## src/rtl/phi_rho_scaler_pkg.sv

```systemverilog
// Shared data types and default sizes for the phi*rho scaling datapath.
// phi samples are Q6.10 and rho is Q1.7. The product therefore carries
// 17 fractional bits. Shifting it right by PHI_RHO_SHIFT brings it back
// to the phi scale.
package phi_rho_scaler_pkg;

  localparam int PRS_NCH       = 2;
  localparam int PRS_PHI_W     = 16;
  localparam int PRS_RHO_W     = 8;
  localparam int PHI_RHO_SHIFT = 7;
  localparam int PRS_OUT_W     = 16;
  localparam int PRS_LAT       = 2;

  typedef logic signed [PRS_PHI_W-1:0] phi_t;
  typedef logic signed [PRS_RHO_W-1:0] rho_t;
  typedef phi_t [PRS_NCH-1:0]          phi_vec_t;

endpackage

```

## src/rtl/phi_rho_scaler_if.sv

```systemverilog
// Valid/ready stream bundle for the phi*rho scaler.
// The slave modport is the scaler's view of the bundle. The master modport
// is the environment's view: the upstream producer and the downstream consumer.
interface phi_rho_scaler_if
  import phi_rho_scaler_pkg::*;
#(
  parameter int NCH   = PRS_NCH,
  parameter int PHI_W = PRS_PHI_W,
  parameter int RHO_W = PRS_RHO_W,
  parameter int OUT_W = PRS_OUT_W
) ();

  logic                   in_valid;
  logic                   in_ready;
  logic [NCH*PHI_W-1:0]   phi_in;
  logic [RHO_W-1:0]       rho_in;
  logic                   in_last;
  logic                   out_valid;
  logic                   out_ready;
  logic [NCH*OUT_W-1:0]   phi_rho;
  logic                   out_last;
  logic [NCH-1:0]         ovf;

  modport slave (
    input  in_valid, phi_in, rho_in, in_last, out_ready,
    output in_ready, out_valid, phi_rho, out_last, ovf
  );

  modport master (
    output in_valid, phi_in, rho_in, in_last, out_ready,
    input  in_ready, out_valid, phi_rho, out_last, ovf
  );

endinterface

```

## src/rtl/phi_rho_scaler_lane.sv

```systemverilog
// One channel of the phi*rho scaler. This is purely combinational logic.
// The multiply (phi, rho -> prod) and the round/shift/narrow step
// (prod_in -> res, ovf) have separate ports. This lets the top place a
// pipeline register between them.
// Build option PHI_RHO_SAT_EN: when defined, an overflowing result clamps to
// the OUT_W limit with the sign of the product. Otherwise it wraps to the
// low OUT_W bits. ovf is the same in both builds.
module phi_rho_lane
  import phi_rho_scaler_pkg::*;
#(
  parameter int PHI_W = PRS_PHI_W,
  parameter int RHO_W = PRS_RHO_W,
  parameter int SHIFT = PHI_RHO_SHIFT,
  parameter int OUT_W = PRS_OUT_W,
  parameter int ROUND = 0
) (
  input  logic signed [PHI_W-1:0]       phi,
  input  logic signed [RHO_W-1:0]       rho,
  output logic signed [PHI_W+RHO_W-1:0] prod,
  input  logic signed [PHI_W+RHO_W-1:0] prod_in,
  output logic signed [OUT_W-1:0]       res,
  output logic                          ovf
);

  localparam int PROD_W = PHI_W + RHO_W;
  localparam int EXT_W  = PROD_W + 1;
  localparam logic [EXT_W-1:0] BIAS =
    (ROUND != 0) ? (EXT_W'(1) << (SHIFT - 1)) : EXT_W'(0);

  logic signed [PROD_W-1:0] phi_x;
  logic signed [PROD_W-1:0] rho_x;
  logic signed [EXT_W-1:0]  ext;
  logic signed [EXT_W-1:0]  shifted;
  logic [EXT_W-OUT_W:0]     upper;

  // Sign-extend both operands to the full product width before multiplying.
  always_comb begin
    phi_x = {{RHO_W{phi[PHI_W-1]}}, phi};
    rho_x = {{PHI_W{rho[RHO_W-1]}}, rho};
    prod  = phi_x * rho_x;
  end

  // Add one extra headroom bit so the rounding bias cannot wrap, then shift arithmetically.
  always_comb begin
    ext     = {prod_in[PROD_W-1], prod_in} + BIAS;
    shifted = ext >>> SHIFT;
    upper   = shifted[EXT_W-1:OUT_W-1];
    ovf     = !((&upper) || !(|upper));
  end

`ifdef PHI_RHO_SAT_EN
  // Clamp on overflow toward the sign of the product.
  always_comb begin
    res = shifted[OUT_W-1:0];
    if (ovf) begin
      res = prod_in[PROD_W-1] ? {1'b1, {(OUT_W-1){1'b0}}}
                              : {1'b0, {(OUT_W-1){1'b1}}};
    end
  end
`else
  // Wrap: keep the low OUT_W bits of the shifted value.
  always_comb begin
    res = shifted[OUT_W-1:0];
  end
`endif

endmodule

```

## src/rtl/phi_rho_scaler.sv

```systemverilog
// Multi-channel phi*rho scaler. NCH phi samples share one rho on each beat.
// The pipeline has LAT register stages, each holding {valid, last, payload}.
// Stage 0 captures the raw products. The last stage captures the narrowed
// results and the ovf flags. Any stage in between carries the products forward.
// Bubbles collapse: a stage loads when it, or some stage downstream of it,
// is empty, or when the consumer takes the output beat.
// With a free-running consumer, a beat accepted at edge n is handed
// downstream at edge n+LAT.
// Build option PHI_RHO_SAT_EN selects saturating narrowing (see phi_rho_lane).
module phi_rho_scaler
  import phi_rho_scaler_pkg::*;
#(
  parameter int NCH   = PRS_NCH,
  parameter int PHI_W = PRS_PHI_W,
  parameter int RHO_W = PRS_RHO_W,
  parameter int SHIFT = PHI_RHO_SHIFT,
  parameter int OUT_W = PRS_OUT_W,
  parameter int LAT   = PRS_LAT,
  parameter int ROUND = 0
) (
  input  logic              clk,
  input  logic              rst_n,
  phi_rho_scaler_if.slave   bus
);

  localparam int PROD_W = PHI_W + RHO_W;

  logic [LAT-1:0]            stg_valid;
  logic [LAT-1:0]            stg_last;
  logic [LAT-1:0]            stg_load;
  logic                      fin_en;
  logic signed [PROD_W-1:0]  prod_comb [NCH];
  logic signed [PROD_W-1:0]  narrow_in [NCH];
  logic [NCH*OUT_W-1:0]      res_comb;
  logic [NCH-1:0]            ovf_comb;
  logic [NCH*OUT_W-1:0]      res_q;
  logic [NCH-1:0]            ovf_q;

  // A stage may load when any stage from it to the tail is empty, or when the consumer takes the tail.
  for (genvar k = 0; k < LAT; k++) begin : g_load
    assign stg_load[k] = !(&stg_valid[LAT-1:k]) || bus.out_ready;
  end

  // One lane per channel. Multiply from the input bus; narrow from the stage feeding the tail.
  for (genvar c = 0; c < NCH; c++) begin : g_lane
    phi_rho_lane #(
      .PHI_W (PHI_W),
      .RHO_W (RHO_W),
      .SHIFT (SHIFT),
      .OUT_W (OUT_W),
      .ROUND (ROUND)
    ) u_lane (
      .phi     (bus.phi_in[c*PHI_W +: PHI_W]),
      .rho     (bus.rho_in),
      .prod    (prod_comb[c]),
      .prod_in (narrow_in[c]),
      .res     (res_comb[c*OUT_W +: OUT_W]),
      .ovf     (ovf_comb[c])
    );
  end

  if (LAT == 1) begin : g_lat1
    // A single stage does the multiply and the narrowing in the same cycle.
    assign fin_en    = stg_load[0] && bus.in_valid;
    assign narrow_in = prod_comb;
  end else begin : g_latn
    logic signed [PROD_W-1:0] prod_q [LAT-1][NCH];

    // Product registers for stages 0..LAT-2. A stage holds its value unless a real beat moves in.
    always_ff @(posedge clk or negedge rst_n) begin
      if (!rst_n) begin
        for (int k = 0; k < LAT - 1; k++) begin
          for (int c = 0; c < NCH; c++) begin
            prod_q[k][c] <= '0;
          end
        end
      end else begin
        if (stg_load[0] && bus.in_valid) begin
          prod_q[0] <= prod_comb;
        end
        for (int k = 1; k < LAT - 1; k++) begin
          if (stg_load[k] && stg_valid[k-1]) begin
            prod_q[k] <= prod_q[k-1];
          end
        end
      end
    end

    assign fin_en    = stg_load[LAT-1] && stg_valid[LAT-2];
    assign narrow_in = prod_q[LAT-2];
  end

  // Valid and last travel through every stage. Last changes only when a real beat arrives.
  always_ff @(posedge clk or negedge rst_n) begin
    if (!rst_n) begin
      stg_valid <= '0;
      stg_last  <= '0;
    end else begin
      if (stg_load[0]) begin
        stg_valid[0] <= bus.in_valid;
        if (bus.in_valid) begin
          stg_last[0] <= bus.in_last;
        end
      end
      for (int k = 1; k < LAT; k++) begin
        if (stg_load[k]) begin
          stg_valid[k] <= stg_valid[k-1];
          if (stg_valid[k-1]) begin
            stg_last[k] <= stg_last[k-1];
          end
        end
      end
    end
  end

  // The tail payload holds the narrowed results and is frozen while the consumer stalls.
  always_ff @(posedge clk or negedge rst_n) begin
    if (!rst_n) begin
      res_q <= '0;
      ovf_q <= '0;
    end else if (fin_en) begin
      res_q <= res_comb;
      ovf_q <= ovf_comb;
    end
  end

  assign bus.in_ready  = stg_load[0];
  assign bus.out_valid = stg_valid[LAT-1];
  assign bus.out_last  = stg_last[LAT-1];
  assign bus.phi_rho   = res_q;
  assign bus.ovf       = ovf_q;

endmodule

```

## src/flat_wrapper.sv

```systemverilog
// flat-port wrapper written by rule: the top's interface ports become plain ports
module phi_rho_scaler_flat import phi_rho_scaler_pkg::*;
#(
  parameter int NCH   = PRS_NCH,
  parameter int PHI_W = PRS_PHI_W,
  parameter int RHO_W = PRS_RHO_W,
  parameter int SHIFT = PHI_RHO_SHIFT,
  parameter int OUT_W = PRS_OUT_W,
  parameter int LAT   = PRS_LAT,
  parameter int ROUND = 0
)
  (clk, rst_n, bus_in_valid, bus_phi_in, bus_rho_in, bus_in_last, bus_out_ready, bus_in_ready, bus_out_valid, bus_phi_rho, bus_out_last, bus_ovf);
  phi_rho_scaler_if #(.NCH(NCH), .PHI_W(PHI_W), .RHO_W(RHO_W), .OUT_W(OUT_W)) bus_i ();
  input  logic clk;
  input  logic rst_n;
  input wire logic [$bits(bus_i.in_valid)-1:0] bus_in_valid;
  input wire logic [$bits(bus_i.phi_in)-1:0] bus_phi_in;
  input wire logic [$bits(bus_i.rho_in)-1:0] bus_rho_in;
  input wire logic [$bits(bus_i.in_last)-1:0] bus_in_last;
  input wire logic [$bits(bus_i.out_ready)-1:0] bus_out_ready;
  output wire logic [$bits(bus_i.in_ready)-1:0] bus_in_ready;
  output wire logic [$bits(bus_i.out_valid)-1:0] bus_out_valid;
  output wire logic [$bits(bus_i.phi_rho)-1:0] bus_phi_rho;
  output wire logic [$bits(bus_i.out_last)-1:0] bus_out_last;
  output wire logic [$bits(bus_i.ovf)-1:0] bus_ovf;
  assign bus_i.in_valid = bus_in_valid;
  assign bus_i.phi_in = bus_phi_in;
  assign bus_i.rho_in = bus_rho_in;
  assign bus_i.in_last = bus_in_last;
  assign bus_i.out_ready = bus_out_ready;
  assign bus_in_ready = bus_i.in_ready;
  assign bus_out_valid = bus_i.out_valid;
  assign bus_phi_rho = bus_i.phi_rho;
  assign bus_out_last = bus_i.out_last;
  assign bus_ovf = bus_i.ovf;
  phi_rho_scaler #(.NCH(NCH), .PHI_W(PHI_W), .RHO_W(RHO_W), .SHIFT(SHIFT), .OUT_W(OUT_W), .LAT(LAT), .ROUND(ROUND)) u_core (.clk(clk), .rst_n(rst_n), .bus(bus_i));
endmodule
```

## config.mk

```make
export PLATFORM = sky130hd
export DESIGN_NAME = phi_rho_scaler_flat
export DESIGN_NICKNAME = d
export VERILOG_FILES = /design/src/rtl/phi_rho_scaler_pkg.sv /design/src/rtl/phi_rho_scaler_if.sv /design/src/rtl/phi_rho_scaler_lane.sv /design/src/rtl/phi_rho_scaler.sv /design/src/flat_wrapper.sv
export SDC_FILE = /design/constraint.sdc
export NUM_CORES = 1
export LEC_CHECK = 0
export ABC_CLOCK_PERIOD_IN_PS = 2000
export BUFFER_PORTS_ARGS = -buffer_cell sky130_fd_sc_hd__buf_4
export CAP_MARGIN = 15
export CORE_MARGIN = 5
export CORE_UTILIZATION = 63
export CTS_BUF_LIST = sky130_fd_sc_hd__clkbuf_8
export DETAILED_ROUTE_END_ITERATION = 8
export HOLD_SLACK_MARGIN = 0.05
export PLACE_DENSITY_LB_ADDON = 0.2
export SETUP_SLACK_MARGIN = 0.15
export SLEW_MARGIN = 20
export SYNTH_ARGS = -nofsm -noshare
export SYNTH_HDL_FRONTEND = slang
export SYNTH_SLANG_ARGS = --single-unit
```

## constraint.sdc

```tcl
create_clock -name clk -period 2 [get_ports clk]
set_input_delay 0.3 -clock clk [delete_from_list [all_inputs] [get_ports clk]]
set_output_delay 0.3 -clock clk [all_outputs]
set_load 0.03 [all_outputs]
```

* Yosys cells after proc, flatten, opt, wreduce, memory -nomap -nowiden
Cells that the tools add are included. W data, S select, Z words.
Cells by class: reduce and logical (&&, ||, !) cells 19, multipliers 2
Operators with widths (number):
- $mul A16 B8 Y24 | 2
- $reduce_and A2 Y1 | 5
- $logic_not A1 Y1 | 6
- $logic_or A1 B1 Y1 | 4
- $reduce_or A2 Y1 | 2
- $logic_and A1 B1 Y1 | 2
Word-level totals: logic and storage cells 29, register bits after elaboration 86, output and inout bits 37

* Longest topological paths before layout
Gate-level depths: netlist (run 1).
depth in word-level cells 4, depth in mapped cells 18, depth with buffers taken out 17

* By module
From an unflattened synthesis (run 1), not the netlist that was laid out.
Second synthesis, totals: cells, all modules 1309, area, all modules 12967.4 µm²
By module, submodules not included:
- phi_rho_lane at u_core.g_lane[0].u_lane | seq. area each 0.0 µm², area each 4931.0 µm², cells an instance 579, times used 1
- phi_rho_lane at u_core.g_lane[1].u_lane | seq. area each 0.0 µm², area each 4753.3 µm², cells an instance 546, times used 1
- phi_rho_scaler | seq. area each 2152.1 µm², area each 3283.1 µm², cells an instance 184, times used 1

* Worst setup path before layout (run 1)
No wires, ideal clock.
path kind input -> register, start input port bus_rho_in[7], end register u_core.g_latn.prod_q[23] (netlist name), setup time 0.130 ns, cell stages on the path 18, buffers on the path 2, path slack -2.633 ns, arrival 4.504 ns, cells stage by stage inv_1 clkbuf_1 buf_1 nor2_1 fa_1 fa_1 fa_1 inv_1 fa_1 inv_1 ha_1 and2_1 a221o_1 a31oi_4 a31oi_4 a221oi_2 xnor2_1 o21ai_1
On the way: longest elaborated chain between the ends 1
RTL lines:
- start, declared | line flat_wrapper.sv:18 | input wire logic [$bits(bus_i.rho_in)-1:0] bus_rho_in;
- $mul A16 B8 Y24 | line phi_rho_scaler_lane.sv:40 | prod = phi_x * rho_x;
- end signal, assigned by index | line phi_rho_scaler.sv:83 | prod_q[k] <= prod_q[k-1];
- end, declared | line phi_rho_scaler.sv:67 | logic signed [PROD_W-1:0] prod_q [LAT-1][NCH];
No other way between the ends. A chain may end at the register's enable or synchronous reset.

* Worst setup path in the final report (run 1)
start input port bus_phi_in[22], end register u_core.g_latn.prod_q[23] (netlist name)
On the way: longest elaborated chain between the ends 1
RTL lines:
- start, declared | line flat_wrapper.sv:17 | input wire logic [$bits(bus_i.phi_in)-1:0] bus_phi_in;
- $mul A16 B8 Y24 | line phi_rho_scaler_lane.sv:40
No other way between the ends.

==> results of run 1 <==
==> per-layer routing <==
layer,vias to the layer above,share of wire [%],global-route usage [%]
met3,161,7.6,4.49
met1,4960,38,38.7
met2,589,50,51.8
li1,4240,-,-
met4,0,4.9,8.82
met5,-,0,0
==> how the worst min path moves through the flow <==
stage / from / endpoint / cells after the start
floorplan: rst_n / u_core.bus.ovf[0] / 0
detailed placement: rst_n / u_core.bus.phi_rho[5] / 1
finish: bus_in_last / u_core.stg_last[0] / 3
CTS: bus_in_last / u_core.stg_last[0] / 3
global placement: rst_n / u_core.bus.phi_rho[1] / 1
global route: bus_in_last / u_core.stg_last[0] / 3
==> final cells by class <==
class                           instances  area (um^2)
Inverter                              254          961
Tap cell                              229          287
Fill cell                             751         2180
Clock buffer                           10          138
Clock inverter                          6         83.8
Sequential cell                        72         1800
Multi-Input combinational cell        843         9680
Timing Repair Buffer                  287         2820
==> repair_timing <==
| item | in CTS | in global routing |
|---|---|---|
| hold buffers | 1 | 0 |
| endpoints found under the hold margin | 30 | 0 |
| setup buffers | 17 | 15 |
| pin swaps | 80 | 83 |
| resized for setup | 163 | 85 |
| setup endpoints to repair | 34 | 34 |
| gates cloned | 6 | 7 |
==> power groups by stage <==
stage	Sequential (mW)	Clock (mW)	Combinational, mW
floorplan	3.18	0	9.74
global placement	2.56	0	15.4
detailed placement	2.61	0	16.1
CTS	2.58	1.30	18.4
global route	2.69	1.34	23.0
finish	2.60	1.29	21.6
==> cell usage after synthesis, types with 3 or more instances <==
cell,count
o21ai_0,33
a21o_1,7
and3_1,10
o21a_1,5
nand3_1,9
or3_1,4
dfrtp_1,72
nand4_1,3
nand2b_1,11
buf_1,3
o211ai_1,4
mux2_2,34
xor2_1,12
o311ai_0,4
nor2_1,32
a211oi_1,3
xnor2_1,24
nor3_1,5
nand2_1,99
a21oi_1,20
and2_1,178
clkbuf_1,31
fa_1,202
o31ai_1,6
and4_1,4
inv_1,254
o21bai_1,5
ha_1,86
a31oi_1,4
==> registers in the layout, summed over array words and instances (netlist names) <==
| register | cells |
|---|---|
| u_core.bus.phi_rho | 32 |
| u_core.stg_last | 2 |
| u_core.stg_valid | 2 |
| u_core.g_latn.prod_q | 34 |
| u_core.bus.ovf | 2 |
==> kinds of logic after synthesis <==
group                    count (synthesis)  synth area share [%]
AO/OA/AOI/OAI                          121                  7.47
multiplexers                            34                  3.32
adder cells (fa/ha/maj)                288                  44.4
AND/OR/NAND/NOR                        364                  17.0
XOR/XNOR                                36                  2.74
buffers and inverters                  289                  9.43
flip-flops                              72                  15.6
==> stage by stage <==
step                      setup slack (ns)  instance area (um^2)
after CTS                            -2.11                 15100
after detailed placement             -2.62                 14000
after global routing                 -2.43                 15800
after global placement               -2.50                 14000
after floorplan                      -2.26                 12000
final                                -2.33                 15800
==> worst min-delay path: stages <==
cell,delay [ns]
buf_4,0.07
nand2_1,0.04
nand2_1,0.05
==> impl_summary.log, run 1 <==
[metrics] number of non-filler instances in the completed layout: 1701
[metrics] later-pin clock latency in the skew report: 0.35 ns
[metrics] combinational group share of total power: 84.7%
[metrics] critical path type: in2reg
[metrics] remaining number of nets flagged by the antenna check after routing: 0
[metrics] worst path arrival time: 4.57 ns
[metrics] timing endpoint of the critical path: u_core.g_latn.prod_q[23]
[metrics] share of layout cells above drive strength 1: 36.5%
[metrics] clock net sink count: 72
[metrics] number of nets produced by synthesis: 1537
[metrics] setup TNS after final layout: -69.07 ns
[metrics] capture point of the worst reg-to-reg path: u_core.g_latn.prod_q[16]
[metrics] number of enable flip-flop cells after synthesis: 0
[metrics] commonest non-fill, non-tap cells in the layout: inv_1 (233), buf_4 (212), fa_1 (192), and2_1 (136), nand2_1 (83)
[metrics] dominant delay contributor by cell family on the critical path: adder cells
[metrics] Area Overhead vs Synth: 37.0%
[metrics] Critical Path Max Stage Delay: 0.54 ns
[metrics] CP max stage cell: fa_1
[metrics] most frequent cell on the critical path: fa_1
[metrics] number of input and output port buffers inserted: 81
[metrics] Pins Over Slew Limit: 0
[metrics] initial core utilization: 64.1%
[metrics] number of standard-cell rows in the floorplan: 49
[metrics] horizontal die dimension: 145 um
[metrics] net switching power: 12.1 mW
[metrics] clock share of power: 5.1%
[metrics] worst path bufs/invs: 5
[metrics] share of the core filled with cells: 87.8%
[metrics] peak clock frequency supported by timing: 231 MHz
[metrics] total number of yosys warnings: 0
[metrics] post-detailed-route wirelength per cell: 21.2 um
[metrics] highest fanout seen on the critical path: 8
[metrics] CTS tree: yes
[metrics] leak pwr: 7.75 nW
[metrics] Floorplan Core Area: 18000 um^2
[metrics] cell count after placement: 1639
[metrics] distinct cell type count of the synthesized netlist: 59
[metrics] top-area cell type share of the netlist area: 35.1%
[metrics] failing checks: negative setup slack
[metrics] result of the run: complete, but fails checks
[metrics] summed instance area of the synthesized netlist: 11500 um^2
[metrics] timing startpoint of the critical path: bus_phi_in[22]
[metrics] wire length of the first global-routing pass: 52100 um
[metrics] largest net degree at the start of global routing: 38
[metrics] number of antenna violations at the first check in global routing: 0
[metrics] CTS clock-pin slew for the worst setup and hold paths: 0.08 ns
[metrics] CP Cell Sequence: buf_6, nand2_4, fa_1, fa_1, inv_1, fa_1, inv_1, fa_1, inv_2, ha_4, nand4b_1, o2111ai_4, o2111ai_4, a31oi_4, buf_6, a221oi_4, xnor2_1, o21ai_1
[metrics] tightest slew margin relative to the limit: 69.0%
[metrics] Boundary Pins: 82
[metrics] Inserted Diodes: 0
[metrics] Max IR drop VDD: 0.00164 V
[metrics] routed vias/inst: 5.85
[metrics] chip height: 145 um
[metrics] number of DRC violations after detailed-routing iteration 0: 691
[metrics] most frequently used flop master after synthesis: dfrtp_1
[metrics] ys async rst share: 100%
[metrics] Seq pwr share: 10.2%
[metrics] final worst-path setup slack: -2.33 ns
[metrics] via count of the first global-routing pass: 10.7k
[metrics] synthesized instance count: 1204
[metrics] Routed Wire Length: 36100 um
[metrics] register bit count reported by yosys: 72
[metrics] cells taking the most area after synthesis: fa_1 (35%), dfrtp_1 (16%), and2_1 (9.7%)
[metrics] Crit. path cell count: 18
[metrics] final worst-path cycle share: 216%
[metrics] # H-tree levels: 3
[metrics] cell taking the most area after synthesis: fa_1
[metrics] slack of the worst reg-to-reg path: 0.38 ns
[metrics] Final HPWL DP: 22600 um
[metrics] GPL Wtd Cong: 0.890
[metrics] portion of the post-synthesis area used by sequential elements: 15.6%
[metrics] Worst-Margin Slew: 0.461 ns
[metrics] maxcap violations: 0
[metrics] path class of the lowest-slack min-delay path: in2reg
[metrics] unrepaired setup endpoints after global routing: yes
[metrics] grt total ovfl: 0
[metrics] Root Buffer: clkbuf_8
[metrics] number of clock buffers inserted by TritonCTS: 9
[metrics] number of remaining DRC errors: 0
[metrics] most common cell after layout, fill and taps aside: inv_1
[metrics] worst-case reg-to-reg path depth: 5
[metrics] number of nets at the end of the flow: 1800
[metrics] first-pass iteration count of the detailed router: 5
[metrics] power per cell area: 1620 nW/um^2
[metrics] global router's overall resource usage: 29.7%
[metrics] required time reported for the critical path endpoint: 2.24 ns
[metrics] Worst R2R Start: u_core.stg_valid[1]
[metrics] die footprint: 21100 um^2
[metrics] Max Buffers Root-to-Sink: 2
[metrics] worst slack on hold paths: 0.138 ns
[metrics] hold violation count in the final report: 0
[metrics] switching power share of the total: 47.4%
[metrics] internal portion of total power: 13.4 mW
[metrics] nature of the critical path endpoint: flip-flop
[metrics] via count of the routed design: 9950
[metrics] Tot Pwr: 25.5 mW
[metrics] Worst Skew: 0.00964 ns
[metrics] post-route minimum period: 4.33 ns
[metrics] Startpoint Class: input pin
[metrics] Synth Area per Inst: 9.57 um^2
[metrics] final setup vio count: 34
(Power assumes the default switching activity.)
==> run 2, diff against run 1 <==
Settings changed: BUFFER_PORTS_ARGS -buffer_cell sky130_fd_sc_hd__buf_4 to -buffer_cell sky130_fd_sc_hd__buf_2.
==> run 2 against run 1 <==
- combinational power decreased by 14%
- register-to-register slack is essentially flat
- critical path depth is 2 lower
- global-route usage down 3.1 points
- die area stayed put
- the flow still finishes with violations (negative setup slack)
- critical path type unchanged
- critical endpoint is now u_core.g_latn.prod_q[22]
==> impl_summary.log, run 2 (same netlist as run 1, synthesis figures left out) <==
[metrics] final worst-path setup slack: -2.26 ns
[metrics] initial core utilization: 64.1%
[metrics] most common cell after layout, fill and taps aside: inv_1
[metrics] first-pass iteration count of the detailed router: 5
[metrics] Max Buffers Root-to-Sink: 2
[metrics] global router's overall resource usage: 26.6%
[metrics] Max IR drop VDD: 0.00121 V
[metrics] hold wc startpoint: bus_in_last
[metrics] CTS clock-pin slew for the worst setup and hold paths: 0.08 ns
[metrics] number of flip-flops under the largest register name: 34
[metrics] later-pin clock latency in the skew report: 0.35 ns
[metrics] number of DRC violations after detailed-routing iteration 0: 458
[metrics] CTS tree: yes
[metrics] number of standard-cell rows in the floorplan: 49
[metrics] maxcap violations: 0
[metrics] worst path arrival time: 4.49 ns
[metrics] final worst-path cycle share: 213%
[metrics] peak clock frequency supported by timing: 235 MHz
[metrics] required time reported for the critical path endpoint: 2.23 ns
[metrics] share of the core filled with cells: 82.3%
[metrics] chip height: 145 um
[metrics] leak pwr: 7.35 nW
[metrics] Worst Skew: 0.0121 ns
[metrics] share of layout cells above drive strength 1: 32.4%
[metrics] power per cell area: 1490 nW/um^2
[metrics] Floorplan Core Area: 18000 um^2
[metrics] largest net degree at the start of global routing: 59
[metrics] Routed Wire Length: 28000 um
[metrics] # H-tree levels: 3
[metrics] die footprint: 21100 um^2
[metrics] routed vias/inst: 5.37
[metrics] path class of the lowest-slack min-delay path: in2reg
[metrics] via count of the routed design: 9062
[metrics] wire length of the first global-routing pass: 46800 um
[metrics] Area Overhead vs Synth: 28.3%
[metrics] horizontal die dimension: 145 um
[metrics] number of nets at the end of the flow: 1784
[metrics] remaining number of nets flagged by the antenna check after routing: 0
[metrics] Startpoint Class: input pin
[metrics] number of antenna violations at the first check in global routing: 2
[metrics] Final HPWL DP: 22300 um
[metrics] tightest slew margin relative to the limit: 73.9%
[metrics] number of remaining DRC errors: 0
[metrics] number of clock buffers inserted by TritonCTS: 9
[metrics] largest register by flop count: u_core.g_latn.prod_q
[metrics] number of input and output port buffers inserted: 81
[metrics] final setup vio count: 34
[metrics] commonest non-fill, non-tap cells in the layout: inv_1 (234), fa_1 (195), buf_4 (163), and2_1 (154), nand2_1 (92)
[metrics] critical path type: in2reg
[metrics] nature of the critical path endpoint: flip-flop
[metrics] grt total ovfl: 0
[metrics] Pins Over Slew Limit: 0
[metrics] clock net sink count: 72
[metrics] via count of the first global-routing pass: 9740
[metrics] post-route minimum period: 4.26 ns
[metrics] Root Buffer: clkbuf_8
[metrics] Place WS: -2.75 ns
[metrics] Worst R2R Start: u_core.stg_valid[1]
[metrics] timing startpoint of the critical path: bus_phi_in[18]
[metrics] hold violation count in the final report: 0
[metrics] failing checks: negative setup slack
[metrics] highest fanout seen on the critical path: 5
[metrics] GPL Wtd Cong: 0.933
[metrics] Boundary Pins: 82
[metrics] Worst-Margin Slew: 0.392 ns
[metrics] result of the run: complete, but fails checks
[metrics] unrepaired setup endpoints after global routing: yes
[metrics] post-detailed-route wirelength per cell: 16.6 um
[run 2: worst paths after layout]
| kind | to | cells past startpoint | slack (ns) |
|---|---|---|---|
| max | u_core.g_latn.prod_q[22] | 16 | -2.26 |
| min | u_core.stg_last[0] | 3 | 0.14 |
| max reg2reg | u_core.g_latn.prod_q[16] | 5 | 0.39 |
| min reg2reg | u_core.g_latn.prod_q[11] | 2 | 0.48 |
| max in group asynchronous | u_core.stg_valid[1] | 3 | 0.99 |
| min in group asynchronous | u_core.bus.phi_rho[1] | 2 | 0.40 |
[run 2: what timing repair did]
item	in CTS	in global routing
cloned	2	0
gates resized for setup	105	64
endpoints found under the hold margin	14	0
pin swaps	46	47
setup buffers	13	6
endpoints found under the setup margin	34	34
hold buffers	1	0
[run 2: metal layers]
metal / up-vias / GRT usage (%) / wire length, um
li1: 4203 / - / -
met1: 4524 / 35.8 / 12200
met2: 286 / 45.6 / 14000
met3: 49 / 3.18 / 1230
met4: 0 / 7.98 / 587
met5: - / 0 / 0
[run 2: report_power, final]
| group | leakage, nW | internal [mW] | switching, mW | total [mW] |
|---|---|---|---|---|
| clock | 0.0926 | 0.488 | 0.558 | 1.05 |
| sequential | 0.872 | 2.18 | 0.378 | 2.56 |
| combinational | 6.38 | 9.14 | 9.34 | 18.5 |
| total | 7.35 | 11.8 | 10.3 | 22.1 |
[run 2: layout make-up]
class / instances / area [um^2]
well taps: 229 / 287
clock inverters: 6 / 43.8
repair buffers: 271 / 2130
clock buffers: 10 / 138
multi-input cells: 843 / 9420
fillers: 1051 / 3180
inverters: 254 / 961
diodes: 2 / 5.00
flip-flops and latches: 72 / 1800
[run 2: critical path: stages]
cell and delay [ns]:
buf_2 0.13, buf_4 0.14, and2_1 0.16, fa_1 0.55, fa_2 0.46, fa_1 0.51
inv_2 0.04, fa_1 0.50, inv_2 0.05, ha_4 0.16, a221o_1 0.39, o2111ai_4 0.28
a31oi_4 0.17, o41ai_2 0.28, xor2_1 0.26, o21ai_1 0.10
[run 2: per-stage QoR]
stage	TNS, ns	area [um^2]	std cells	hold WS, ns	total power, mW
after floorplan	-64.36	12000	1204	0.00441	12.9
after global routing	-70.90	14800	1687	0.135	24.0
after CTS	-64.81	14500	1679	0.137	20.7
after detailed placement	-81.86	13800	1647	0.218	18.4
final	-66.65	14800	1687	0.144	22.1
after global placement	-79.10	13800	1647	0.217	17.8
